File: src/rtl/afifo_push_arb_if.sv
// afifo_push_arb_if: packet-source and FIFO-push signals for the async FIFO
// write-port arbiter.
//   slave  : the arbiter (accepts beats, drives the FIFO push pins)
//   master : the sources plus the FIFO (drive beats and the full flag)
interface afifo_push_arb_if #(
    parameter int R = 4,
    parameter int W = 32
);
    logic [R-1:0]   req_valid;
    logic [R-1:0]   req_last;
    logic [R*W-1:0] req_data;
    logic [R-1:0]   req_ready;
    logic           fifo_full;
    logic           fifo_push;
    logic [W-1:0]   fifo_push_data;

    modport slave (
        input  req_valid, req_last, req_data, fifo_full,
        output req_ready, fifo_push, fifo_push_data
    );

    modport master (
        output req_valid, req_last, req_data, fifo_full,
        input  req_ready, fifo_push, fifo_push_data
    );
endinterface

File: src/rtl/afifo_push_arb.sv
// afifo_push_arb: work-conserving round-robin arbiter that shares one async
// FIFO write port among R packet sources. A granted source owns the port
// until its last beat is accepted. The first beat of a packet moves in the
// same cycle it wins arbitration.
// Optional per-requester beat counters: define AFIFO_PUSH_ARB_STATS_EN.
module afifo_push_arb #(
    parameter int R = 4,
    parameter int W = 32
) (
    input  logic                   clk,
    input  logic                   rst_n,
    input  logic [R-1:0]           cfg_en,
    afifo_push_arb_if.slave        bus,
    output logic                   busy,
    output logic [$clog2(R)-1:0]   grant_id,
    input  logic                   stat_clr,
    output logic [R*16-1:0]        stat_beats
);
    localparam int              ID_W    = $clog2(R);
    localparam logic [ID_W:0]   R_L     = (ID_W+1)'(R);
    localparam logic [ID_W-1:0] LAST_ID = ID_W'(R-1);

    typedef enum logic [0:0] {
        ST_IDLE = 1'b0,
        ST_XFER = 1'b1
    } state_t;

    state_t          state_q, state_d;
    logic [ID_W-1:0] rr_ptr_q, rr_ptr_d;
    logic [ID_W-1:0] lock_id_q, lock_id_d;

    logic [R-1:0]    elig_s;
    logic [ID_W:0]   cand_sum_s;
    logic [ID_W:0]   cand_s;
    logic            hit_s;
    logic            win_found_s;
    logic [ID_W-1:0] win_id_s;

    logic [R-1:0]    ready_s;
    logic            push_s;
    logic [W-1:0]    push_data_s;
    logic [ID_W-1:0] gid_s;
    logic [R-1:0]    ready_out_s;

    // Next requester index with wrap at R (R need not be a power of two).
    function automatic logic [ID_W-1:0] next_id(input logic [ID_W-1:0] id);
        if (id == LAST_ID) begin
            return {ID_W{1'b0}};
        end else begin
            return id + ID_W'(1);
        end
    endfunction

    // Round-robin search: first eligible index at or after rr_ptr, wrapping.
    always_comb begin
        elig_s      = bus.req_valid & cfg_en;
        win_found_s = 1'b0;
        win_id_s    = {ID_W{1'b0}};
        cand_sum_s  = {(ID_W+1){1'b0}};
        cand_s      = {(ID_W+1){1'b0}};
        hit_s       = 1'b0;
        for (int k = 0; k < R; k++) begin
            cand_sum_s  = {1'b0, rr_ptr_q} + (ID_W+1)'(k);
            cand_s      = (cand_sum_s >= R_L) ? (cand_sum_s - R_L) : cand_sum_s;
            hit_s       = ~win_found_s & elig_s[cand_s[ID_W-1:0]];
            win_id_s    = hit_s ? cand_s[ID_W-1:0] : win_id_s;
            win_found_s = win_found_s | hit_s;
        end
    end

    // Handshake, push and next-state decode for the IDLE/XFER controller.
    always_comb begin
        ready_s     = {R{1'b0}};
        push_s      = 1'b0;
        push_data_s = {W{1'b0}};
        gid_s       = {ID_W{1'b0}};
        state_d     = state_q;
        rr_ptr_d    = rr_ptr_q;
        lock_id_d   = lock_id_q;
        case (state_q)
            ST_IDLE: begin
                if (win_found_s && !bus.fifo_full) begin
                    ready_s[win_id_s] = 1'b1;
                    push_s            = 1'b1;
                    push_data_s       = bus.req_data[win_id_s*W +: W];
                    gid_s             = win_id_s;
                    if (bus.req_last[win_id_s]) begin
                        rr_ptr_d = next_id(win_id_s);
                    end else begin
                        state_d   = ST_XFER;
                        lock_id_d = win_id_s;
                    end
                end else begin
                    // FIFO full or nobody eligible: hold pointer and state.
                    push_s = 1'b0;
                end
            end
            ST_XFER: begin
                // Only the locked owner is served; cfg_en no longer matters.
                ready_s[lock_id_q] = ~bus.fifo_full;
                push_s             = bus.req_valid[lock_id_q] & ~bus.fifo_full;
                gid_s              = lock_id_q;
                if (push_s) begin
                    push_data_s = bus.req_data[lock_id_q*W +: W];
                    if (bus.req_last[lock_id_q]) begin
                        state_d  = ST_IDLE;
                        rr_ptr_d = next_id(lock_id_q);
                    end else begin
                        state_d = ST_XFER;
                    end
                end else begin
                    // Owner bubble or FIFO full: the lock is kept.
                    push_data_s = {W{1'b0}};
                end
            end
            default: begin
                state_d = ST_IDLE;
            end
        endcase
    end

    // Controller state, round-robin pointer and locked owner.
    always_ff @(posedge clk or negedge rst_n) begin
        if (!rst_n) begin
            state_q   <= ST_IDLE;
            rr_ptr_q  <= {ID_W{1'b0}};
            lock_id_q <= {ID_W{1'b0}};
        end else begin
            state_q   <= state_d;
            rr_ptr_q  <= rr_ptr_d;
            lock_id_q <= lock_id_d;
        end
    end

    // Outputs are forced low while reset is asserted, even though the
    // handshake path is combinational from the request inputs.
    assign ready_out_s        = rst_n ? ready_s : {R{1'b0}};
    assign bus.req_ready      = ready_out_s;
    assign bus.fifo_push      = rst_n & push_s;
    assign bus.fifo_push_data = rst_n ? push_data_s : {W{1'b0}};
    assign busy               = (state_q == ST_XFER);
    assign grant_id           = rst_n ? gid_s : {ID_W{1'b0}};

`ifdef AFIFO_PUSH_ARB_STATS_EN
    logic [15:0]  cnt_q [R];
    logic [R-1:0] acc_s;

    assign acc_s = bus.req_valid & ready_out_s;

    // Saturating per-requester accepted-beat counters; clear beats increment.
    always_ff @(posedge clk or negedge rst_n) begin
        if (!rst_n) begin
            for (int i = 0; i < R; i++) begin
                cnt_q[i] <= 16'h0000;
            end
        end else if (stat_clr) begin
            for (int i = 0; i < R; i++) begin
                cnt_q[i] <= 16'h0000;
            end
        end else begin
            for (int i = 0; i < R; i++) begin
                if (acc_s[i] && (cnt_q[i] != 16'hFFFF)) begin
                    cnt_q[i] <= cnt_q[i] + 16'h0001;
                end else begin
                    cnt_q[i] <= cnt_q[i];
                end
            end
        end
    end

    // Flatten the counters onto the statistics bus.
    always_comb begin
        stat_beats = {(R*16){1'b0}};
        for (int i = 0; i < R; i++) begin
            stat_beats[i*16 +: 16] = cnt_q[i];
        end
    end
`else
    logic unused_stat_clr_s;

    assign unused_stat_clr_s = stat_clr;
    assign stat_beats        = {(R*16){1'b0}};
`endif

endmodule

File: src/flat_wrapper.sv
// flat-port wrapper written by rule: the top's interface ports become plain ports
module afifo_push_arb_flat 
#(
    parameter int R = 4,
    parameter int W = 32
)
  (clk, rst_n, cfg_en, busy, grant_id, stat_clr, stat_beats, bus_req_valid, bus_req_last, bus_req_data, bus_fifo_full, bus_req_ready, bus_fifo_push, bus_fifo_push_data);
  afifo_push_arb_if #(.R(R), .W(W)) bus_i ();
  input  logic clk;
  input  logic rst_n;
  input  logic [R-1:0] cfg_en;
  output logic busy;
  output logic [$clog2(R)-1:0] grant_id;
  input  logic stat_clr;
  output logic [R*16-1:0] stat_beats;
  input wire logic [$bits(bus_i.req_valid)-1:0] bus_req_valid;
  input wire logic [$bits(bus_i.req_last)-1:0] bus_req_last;
  input wire logic [$bits(bus_i.req_data)-1:0] bus_req_data;
  input wire logic [$bits(bus_i.fifo_full)-1:0] bus_fifo_full;
  output wire logic [$bits(bus_i.req_ready)-1:0] bus_req_ready;
  output wire logic [$bits(bus_i.fifo_push)-1:0] bus_fifo_push;
  output wire logic [$bits(bus_i.fifo_push_data)-1:0] bus_fifo_push_data;
  assign bus_i.req_valid = bus_req_valid;
  assign bus_i.req_last = bus_req_last;
  assign bus_i.req_data = bus_req_data;
  assign bus_i.fifo_full = bus_fifo_full;
  assign bus_req_ready = bus_i.req_ready;
  assign bus_fifo_push = bus_i.fifo_push;
  assign bus_fifo_push_data = bus_i.fifo_push_data;
  afifo_push_arb #(.R(R), .W(W)) u_core (.clk(clk), .rst_n(rst_n), .cfg_en(cfg_en), .bus(bus_i), .busy(busy), .grant_id(grant_id), .stat_clr(stat_clr), .stat_beats(stat_beats));
endmodule
File: config.mk
export PLATFORM = sky130hd
export DESIGN_NAME = afifo_push_arb_flat
export DESIGN_NICKNAME = d
export VERILOG_FILES = /design/src/rtl/afifo_push_arb_if.sv /design/src/rtl/afifo_push_arb.sv /design/src/flat_wrapper.sv
export SDC_FILE = /design/constraint.sdc
export NUM_CORES = 1
export LEC_CHECK = 0
export BUFFER_PORTS_ARGS = -buffer_cell sky130_fd_sc_hd__buf_2
export CORE_AREA = 2 2 97 99
export CTS_BUF_LIST = sky130_fd_sc_hd__clkbuf_8
export CTS_CLUSTER_DIAMETER = 60
export DETAILED_ROUTE_END_ITERATION = 10
export DIE_AREA = 0 0 99 101
export GPL_ROUTABILITY_DRIVEN = 0
export PLACE_DENSITY_LB_ADDON = 0.25
export SETUP_SLACK_MARGIN = 0.4
export SYNTH_ARGS = -nofsm -noshare
export SYNTH_HDL_FRONTEND = slang
export SYNTH_SLANG_ARGS = --single-unit
File: constraint.sdc
create_clock -name clk -period 4.1 [get_ports clk]
set_input_delay 1.23 -clock clk [delete_from_list [all_inputs] [get_ports clk]]
set_output_delay 1.23 -clock clk [all_outputs]
set_load 0.03 [all_outputs]
==> results of run 1 <==
## layout by cell type, fill, tap and decap left out, types with 3 or more instances in the layout
master and n:
buf_2 136, mux2i_1 68, conb_1 64, buf_6 46
nand2_1 37, mux4_2 32, o22ai_4 32, mux2_4 20
buf_4 17, mux2_2 13, buf_12 13, buf_16 9
nor2_1 8, inv_1 4, a21oi_1 4, ha_4 4
ha_1 4, nor2b_1 3, a21oi_4 3, nand3b_1 3
clkbuf_8 3, dfrtp_2 3
## registers in the layout, indices dropped and copies added (netlist names)
signal	flops
u_core.lock_id_q	2
u_core.rr_ptr_q	2
u_core.busy	1
## power groups by stage
stage / logic (mW) / clock network, mW / registers [mW]
final: 2.92 / 0.0928 / 0.173
after detailed placement: 2.42 / 0 / 0.169
after floorplan: 2.05 / 0 / 0.113
after CTS: 2.89 / 0.0936 / 0.172
after global routing: 3.10 / 0.0980 / 0.185
after global placement: 2.39 / 0 / 0.168
## repair_timing
| action | CTS | global route |
|---|---|---|
| buffers inserted | 11 | 0 |
| hold endpoints to repair | 0 | 0 |
| cloned | 9 | 2 |
| hold buffers | 0 | 0 |
| resized for setup | 129 | 15 |
| pin swaps | 15 | 24 |
| endpoints found under the setup margin | 39 | 39 |
## path summary, 6_finish.rpt
kind	start	end
max	bus_req_valid[1]	bus_fifo_push_data[14]
min	u_core.rr_ptr_q[0]	u_core.rr_ptr_q[0]
max reg2reg	u_core.rr_ptr_q[1]	u_core.lock_id_q[0]
min reg2reg	u_core.rr_ptr_q[0]	u_core.rr_ptr_q[0]
max in group asynchronous	rst_n	u_core.lock_id_q[0]
min in group asynchronous	rst_n	u_core.rr_ptr_q[1]
## area by class of cell
class | count | area (sq um)
tap | 111 | 139
multi-input combinational | 341 | 3600
clock buffer | 3 | 41.3
sequential | 5 | 129
fill | 710 | 3130
timing repair buffer | 224 | 1900
inverter | 6 | 40.0
antenna | 1 | 2.50
clock inverter | 1 | 3.75
## logic make-up (layout without fill, tap and decap cells)
group,after synthesis,after routing,share of synthesized area
adders and majority gates,8,8,0.0276
muxes,134,134,0.492
AOI/OAI and AO/OA,61,61,0.150
buffers and inverters,102,234,0.196
DFF,5,5,0.0345
and+or+nand+nor,74,74,0.0996
other,1,65,0.00103
## metal layers
metal | part of all wire | routed length (microns)
met1 | 0.38 | 4720
met2 | 0.53 | 6700
met3 | 0.074 | 923
met4 | 0.015 | 185
met5 | 0 | 0
## critical path: cells and delay by family
| kind | cells | cell delay (ns) |
|---|---|---|
| muxes | 2 | 0.40 |
| AOI/OAI and AO/OA | 3 | 0.38 |
| and+or+nand+nor | 1 | 0.08 |
| buffers and inverters | 4 | 0.64 |
==> results.py, run 1 <==
metrics = {
    "worst_setup_path": {
        "cpMaxStageDelayCell": "mux2_4",
        "path_cells": "buf_4 > nand2_4 > o21ai_4 > a21oi_4 > buf_6 > buf_12 > mux2i_1 > mux2_4 > o22ai_4 > buf_6",
        "crit_path_max_incr_delay_ns": 0.29,
        "crit_arrival_ns": 2.76,
        "crit_path_end_kind": "output pin",
        "critPathMaxFanout": 17,
        "path_class": "input port to output pin",
        "worstPathRequired_ns": 2.87,
        "worstSetupStartpointType": "input port",
        "crit_top_cell": "buf_6",
        "r2r_cells": 11,
        "ff2ff_setup_slack_ns": 1.60,
    },
    "floorplanning": {
        "core_area_sq_um": 8980,
        "rows": 35,
        "die_height_microns": 101,
        "initial_utilization": 0.404,
        "fp.dieW_microns": 99,
        "dieArea_sq_um": 10000,
        "io_pins": 248,
    },
    "final_layout": {
        "drive_above_1_share": 0.624,
        "nets": 733,
        "postLayoutCoreUtil": 0.652,
        "fin_area_sq_um": 5850,
        "area_growth_syn_to_layout_pct": 61.2,
        "final_cells": 692,
    },
    "yosys": {
        "ys_seq_area_frac": 0.0345,
        "synth.avg_cell_area_sq_um": 9.43,
        "synth_edf_count": 0,
        "synth_area_leader_cell": "mux4_2",
        "synthDistinctLibCells": 49,
        "netlist_instances": 385,
        "synth_top_flop_cell": "dfrtp_1",
        "synth_seq_cells": 5,
        "synth_common_cells": "mux2i_1 (68), buf_4 (66), nand2_1 (39)",
        "yosysMostFrequentCell": "mux2i_1",
        "yosysTopAreaCellShare": 0.199,
        "yosys_warnings": 0,
        "synthTopCellsByArea": "mux4_2 (20%), mux2i_1 (19%), buf_4 (14%)",
        "async_flop_share": 1.00,
        "syn_area_sq_um": 3630,
    },
    "drt": {
        "drc": 0,
        "wl_mm": 12.5,
        "vias_per_cell": 5.47,
        "wl_per_cell_microns": 18.1,
        "postRouteAntennaNets": 0,
        "vias": 3783,
        "dr.pass1.iters": 4,
        "drt_iter0_drc": 76,
    },
    "timing": {
        "fmax_ghz": 0.251,
        "fin_tns_setup_ns": 0,
        "finClkSkew_ns": 0.00484,
        "worst-slew-pin-transition_ns": 0.560,
        "finalCritPeriodShare": 0.972,
        "drv_slew": 0,
        "setup_violations": 0,
        "final.setup.worst_slack_ns": 0.113,
        "fin_crit_ns": 3.99,
        "timing.hold.ws_ns": 0.618,
        "rsz0062_at_grt": "yes",
        "hold_violations": 0,
        "relSlewSlack": 0.627,
    },
    "status": {
        "outcome": "complete, no violations",
    },
    "placed_design": {
        "dp_slack_ns": -0.00381,
        "dp.cells": 665,
        "postPlaceCellArea_sq_um": 4890,
        "dpl.hpwl_mm": 8.55,
        "portBuffers": 182,
    },
    "power": {
        "power.total_mw": 3.19,
        "power_frac_comb": 0.917,
        "p_int_mw": 1.57,
        "pwr-share-seq": 0.054,
        "ir_drop_uv": 310,
        "p_leak_nw": 2.59,
        "clock_power_share": 0.029,
        "p_switching_mw": 1.62,
        "power_density_nw_per_um2": 545,
        "power_switching_share": 0.508,
    },
    "worst_hold_path": {
        "min_path_type": "register to register",
        "min_path_cells": 2,
    },
    "global_route": {
        "grt-ovfl-total": 0,
        "grt_usage": 0.235,
        "grt_pass1_wl_mm": 19.3,
        "grt_use_met1": 0.284,
        "use_met2": 0.454,
        "antenna_found_initial": 1,
        "grt_pass1_vias": 3925,
        "grt_busiest_layer": "met2",
        "grt_max_degree": 40,
        "grtUsageMet3": 0.0264,
    },
    "clocking": {
        "cts.path.max_buffers": 2,
        "htree_num_levels": 1,
        "clk_latency_ns": 0.23,
        "clock-sinks": 5,
        "clk_pin_slew_worst_paths_ns": 0.04,
        "root_buffer": "clkbuf_8",
        "numCtsBuffers": 3,
        "cts_tree": "yes",
    },
    "flow_run": {
        "maxCapViolCount": 0,
    },
}
Note: power is estimated with default switching activity, not from simulation.
==> run 2: changes to the inputs <==
--- a/config.mk
+++ b/config.mk
@@ -5,12 +5,12 @@
 export SDC_FILE = /design/constraint.sdc
 export NUM_CORES = 1
 export LEC_CHECK = 0
+export ABC_AREA = 1
 export BUFFER_PORTS_ARGS = -buffer_cell sky130_fd_sc_hd__buf_2
-export CORE_AREA = 2 2 97 99
+export CORE_UTILIZATION = 45
 export CTS_BUF_LIST = sky130_fd_sc_hd__clkbuf_8
 export CTS_CLUSTER_DIAMETER = 60
 export DETAILED_ROUTE_END_ITERATION = 10
-export DIE_AREA = 0 0 99 101
 export GPL_ROUTABILITY_DRIVEN = 0
 export PLACE_DENSITY_LB_ADDON = 0.25
 export SETUP_SLACK_MARGIN = 0.4
==> run 2 against run 1 <==
  * The run now ends with negative setup slack left
  * Via count is 54% higher
  * Power is 120% higher
  * Utilization is 8.5 points higher
  * Critical path type unchanged
  * Highest routed layer unchanged
==> results.py, run 2 <==
metrics = {
    "status": {
        "outcome": "complete, but fails checks",
        "violations": "negative setup slack",
    },
    "power": {
        "power_density_nw_per_um2": 1140,
        "p_leak_nw": 3.24,
        "ir_drop_uv": 705,
    },
    "timing": {
        "finClkSkew_ns": 0.000631,
        "finalCritPeriodShare": 1.04,
        "fin_crit_ns": 4.26,
        "rsz0062_at_grt": "yes",
        "fmax_ghz": 0.235,
        "final.setup.worst_slack_ns": -0.158,
        "worst-slew-pin-transition_ns": 0.618,
        "drv_slew": 0,
        "hold_violations": 0,
        "setup_violations": 36,
        "relSlewSlack": 0.588,
        "fin_tns_setup_ns": -3.17,
    },
    "worst_setup_path": {
        "crit_path_end_kind": "output pin",
        "worstPathRequired_ns": 2.87,
        "worstSetupStartpointType": "input port",
        "critPathMaxFanout": 12,
        "r2r_cells": 18,
        "path_class": "input port to output pin",
        "ff2ff_setup_slack_ns": 1.13,
        "crit_arrival_ns": 3.03,
    },
    "final_layout": {
        "area_growth_syn_to_layout_pct": 55.0,
        "regArea_sq_um": 125,
        "antennaDiodeCount": 0,
        "nets": 1087,
        "multi_input_area_sq_um": 3170,
        "n_fill_cell": 695,
        "final_cell_mix": "nand2_1 (135), buf_2 (135), inv_1 (74)",
        "drive_above_1_share": 0.381,
        "final_cells": 1039,
    },
    "worst_hold_path": {
        "min_path_cells": 2,
        "min_path_type": "register to register",
    },
    "global_route": {
        "grt_pass1_vias": 5158,
        "grt_pass1_wl_mm": 23.0,
        "antenna_found_initial": 0,
        "grt_max_degree": 52,
        "grt-ovfl-total": 0,
        "grt_usage": 0.308,
    },
    "floorplanning": {
        "initial_utilization": 0.475,
        "core_area_sq_um": 8380,
        "fp.dieW_microns": 96.1,
        "dieArea_sq_um": 9230,
        "rows": 33,
        "die_height_microns": 96.1,
        "io_pins": 248,
    },
    "clocking": {
        "clock-sinks": 5,
        "numCtsBuffers": 3,
        "root_buffer": "clkbuf_8",
        "cts_tree": "yes",
        "cts.path.max_buffers": 2,
        "clk_latency_ns": 0.22,
        "clk_pin_slew_worst_paths_ns": 0.04,
        "htree_num_levels": 1,
    },
    "drt": {
        "wl_per_cell_microns": 14.9,
        "dr.pass1.iters": 5,
        "wl_met1_mm": 5.95,
        "routed-wl-met3_mm": 1.20,
        "drt_iter0_drc": 425,
        "wl_mm": 15.4,
        "postRouteAntennaNets": 0,
        "vias": 5814,
        "top_layer": "met4",
        "drc": 0,
        "vias_per_cell": 5.60,
        "wl_met2_mm": 7.92,
    },
    "yosys": {
        "syn_area_sq_um": 3980,
        "synth_compound_area_frac": 0.367,
        "synth_area_leader_cell": "nand2_1",
        "synth.avg_cell_area_sq_um": 5.45,
        "synth_top_flop_cell": "dfrtp_1",
        "ys_seq_area_frac": 0.0314,
        "synth_seq_cells": 5,
        "synth_xor_area_frac": 0,
        "netlist_instances": 730,
        "synthAdderAreaFrac": 0.0251,
        "synth_top_family_by_area": "compound AO/OA/AOI/OAI gates",
        "yosysMostFrequentCell": "nand2_1",
        "synth_common_cells": "nand2_1 (157), inv_1 (107), o21ai_0 (72)",
        "synthTopCellsByArea": "nand2_1 (15%), buf_4 (12%), o211ai_1 (11%)",
        "synth_edf_count": 0,
        "yosys-mux-area-fraction": 0,
        "yosys.area_share.simple": 0.271,
        "async_flop_share": 1.00,
        "synthDistinctLibCells": 32,
        "yosysTopAreaCellShare": 0.148,
        "yosys_warnings": 0,
    },
    "placed_design": {
        "portBuffers": 182,
        "dpl.hpwl_mm": 9.97,
        "dp.cells": 1000,
    },
    "flow_run": {
        "maxCapViolCount": 0,
    },
}
-- run 2: cell types whose count changed after synthesis, sizes merged, moves of 56 or more --
cell | before | now
nand2 | 40 | 163
nand3 | 2 | 58
o211ai | 1 | 64
a21oi | 9 | 72
mux2i | 68 | 0
o21ai | 6 | 72
inv | 6 | 111
-- run 2: worst paths after layout --
path | start | endpoint
max in group asynchronous | rst_n | u_core.busy
worst min register to register | u_core.rr_ptr_q[1] | u_core.rr_ptr_q[1]
worst max-delay path | bus_req_valid[2] | bus_fifo_push_data[16]
worst min-delay path | u_core.rr_ptr_q[1] | u_core.rr_ptr_q[1]
min in group asynchronous | rst_n | u_core.rr_ptr_q[0]
worst max register to register | u_core.rr_ptr_q[0] | u_core.lock_id_q[1]
-- run 2: report_power, final --
group          total [mW]  leakage (nW)  switching, mW  internal (mW)
registers           0.138        0.0611         0.0665         0.0714
clock network      0.0910        0.0269         0.0266         0.0644
logic                6.80          3.15           3.48           3.32
-- run 2: layer usage --
| metal | vias to the layer above | track usage |
|---|---|---|
| met2 | 343 | 0.562 |
| met3 | 45 | 0.0261 |
| met5 | - | 0 |
| met1 | 2671 | 0.366 |
| met4 | 0 | 0.131 |
| li1 | 2755 | - |
-- run 2: what timing repair did --
action	in CTS	in global routing
resized for setup	109	23
pin swaps	46	40
gates cloned	10	5
buffers inserted	9	11
hold buffers	0	0
setup endpoints to repair	39	39
-- run 2: kinds of logic after synthesis --
logic type	after synthesis
buffers and inverters	232
other	1
AND/OR/NAND/NOR	242
adder cells (fa/ha/maj)	8
flip-flops	5
AO/OA/AOI/OAI	242
-- run 2: metrics by stage --
step | hold slack [ns] | setup slack (ns) | cell area [sq um] | power (mW) | utilization
3_3_place_gp | 0.680 | -0.165 | 5090 | 4.48 | 0.607
4_1_cts | 0.689 | -0.0554 | 5870 | 6.21 | 0.700
2_1_floorplan | 0.583 | 0.184 | 4430 | 3.55 | -
6_report | 0.690 | -0.158 | 6170 | 7.03 | 0.736
3_5_place_dp | 0.683 | -0.202 | 5090 | 4.61 | 0.607
5_1_grt | 0.713 | -0.256 | 6170 | 7.47 | 0.736
-- run 2: cell type report --
cell class | instances | area share
Tap cell | 105 | 0.0213
Timing Repair Buffer | 256 | 0.368
Clock buffer | 3 | 0.00669
Sequential cell | 5 | 0.0203
Clock inverter | 1 | 0.000608
Multi-Input combinational cell | 556 | 0.514
Inverter | 113 | 0.0693
-- run 2: critical path, cell delays in order --
cell      delay (ns)
buf_8           0.11
nand2_8         0.06
nand2_2         0.04
nand2_2         0.11
nand2_2         0.07
nand2_4         0.11
nand4_1         0.18
nand3_4         0.17
buf_12          0.17
buf_16          0.14
buf_4           0.12
nand2_1         0.05
o211ai_1        0.09
nand3_1         0.10
nand2_1         0.11
inv_2           0.04
buf_6           0.13
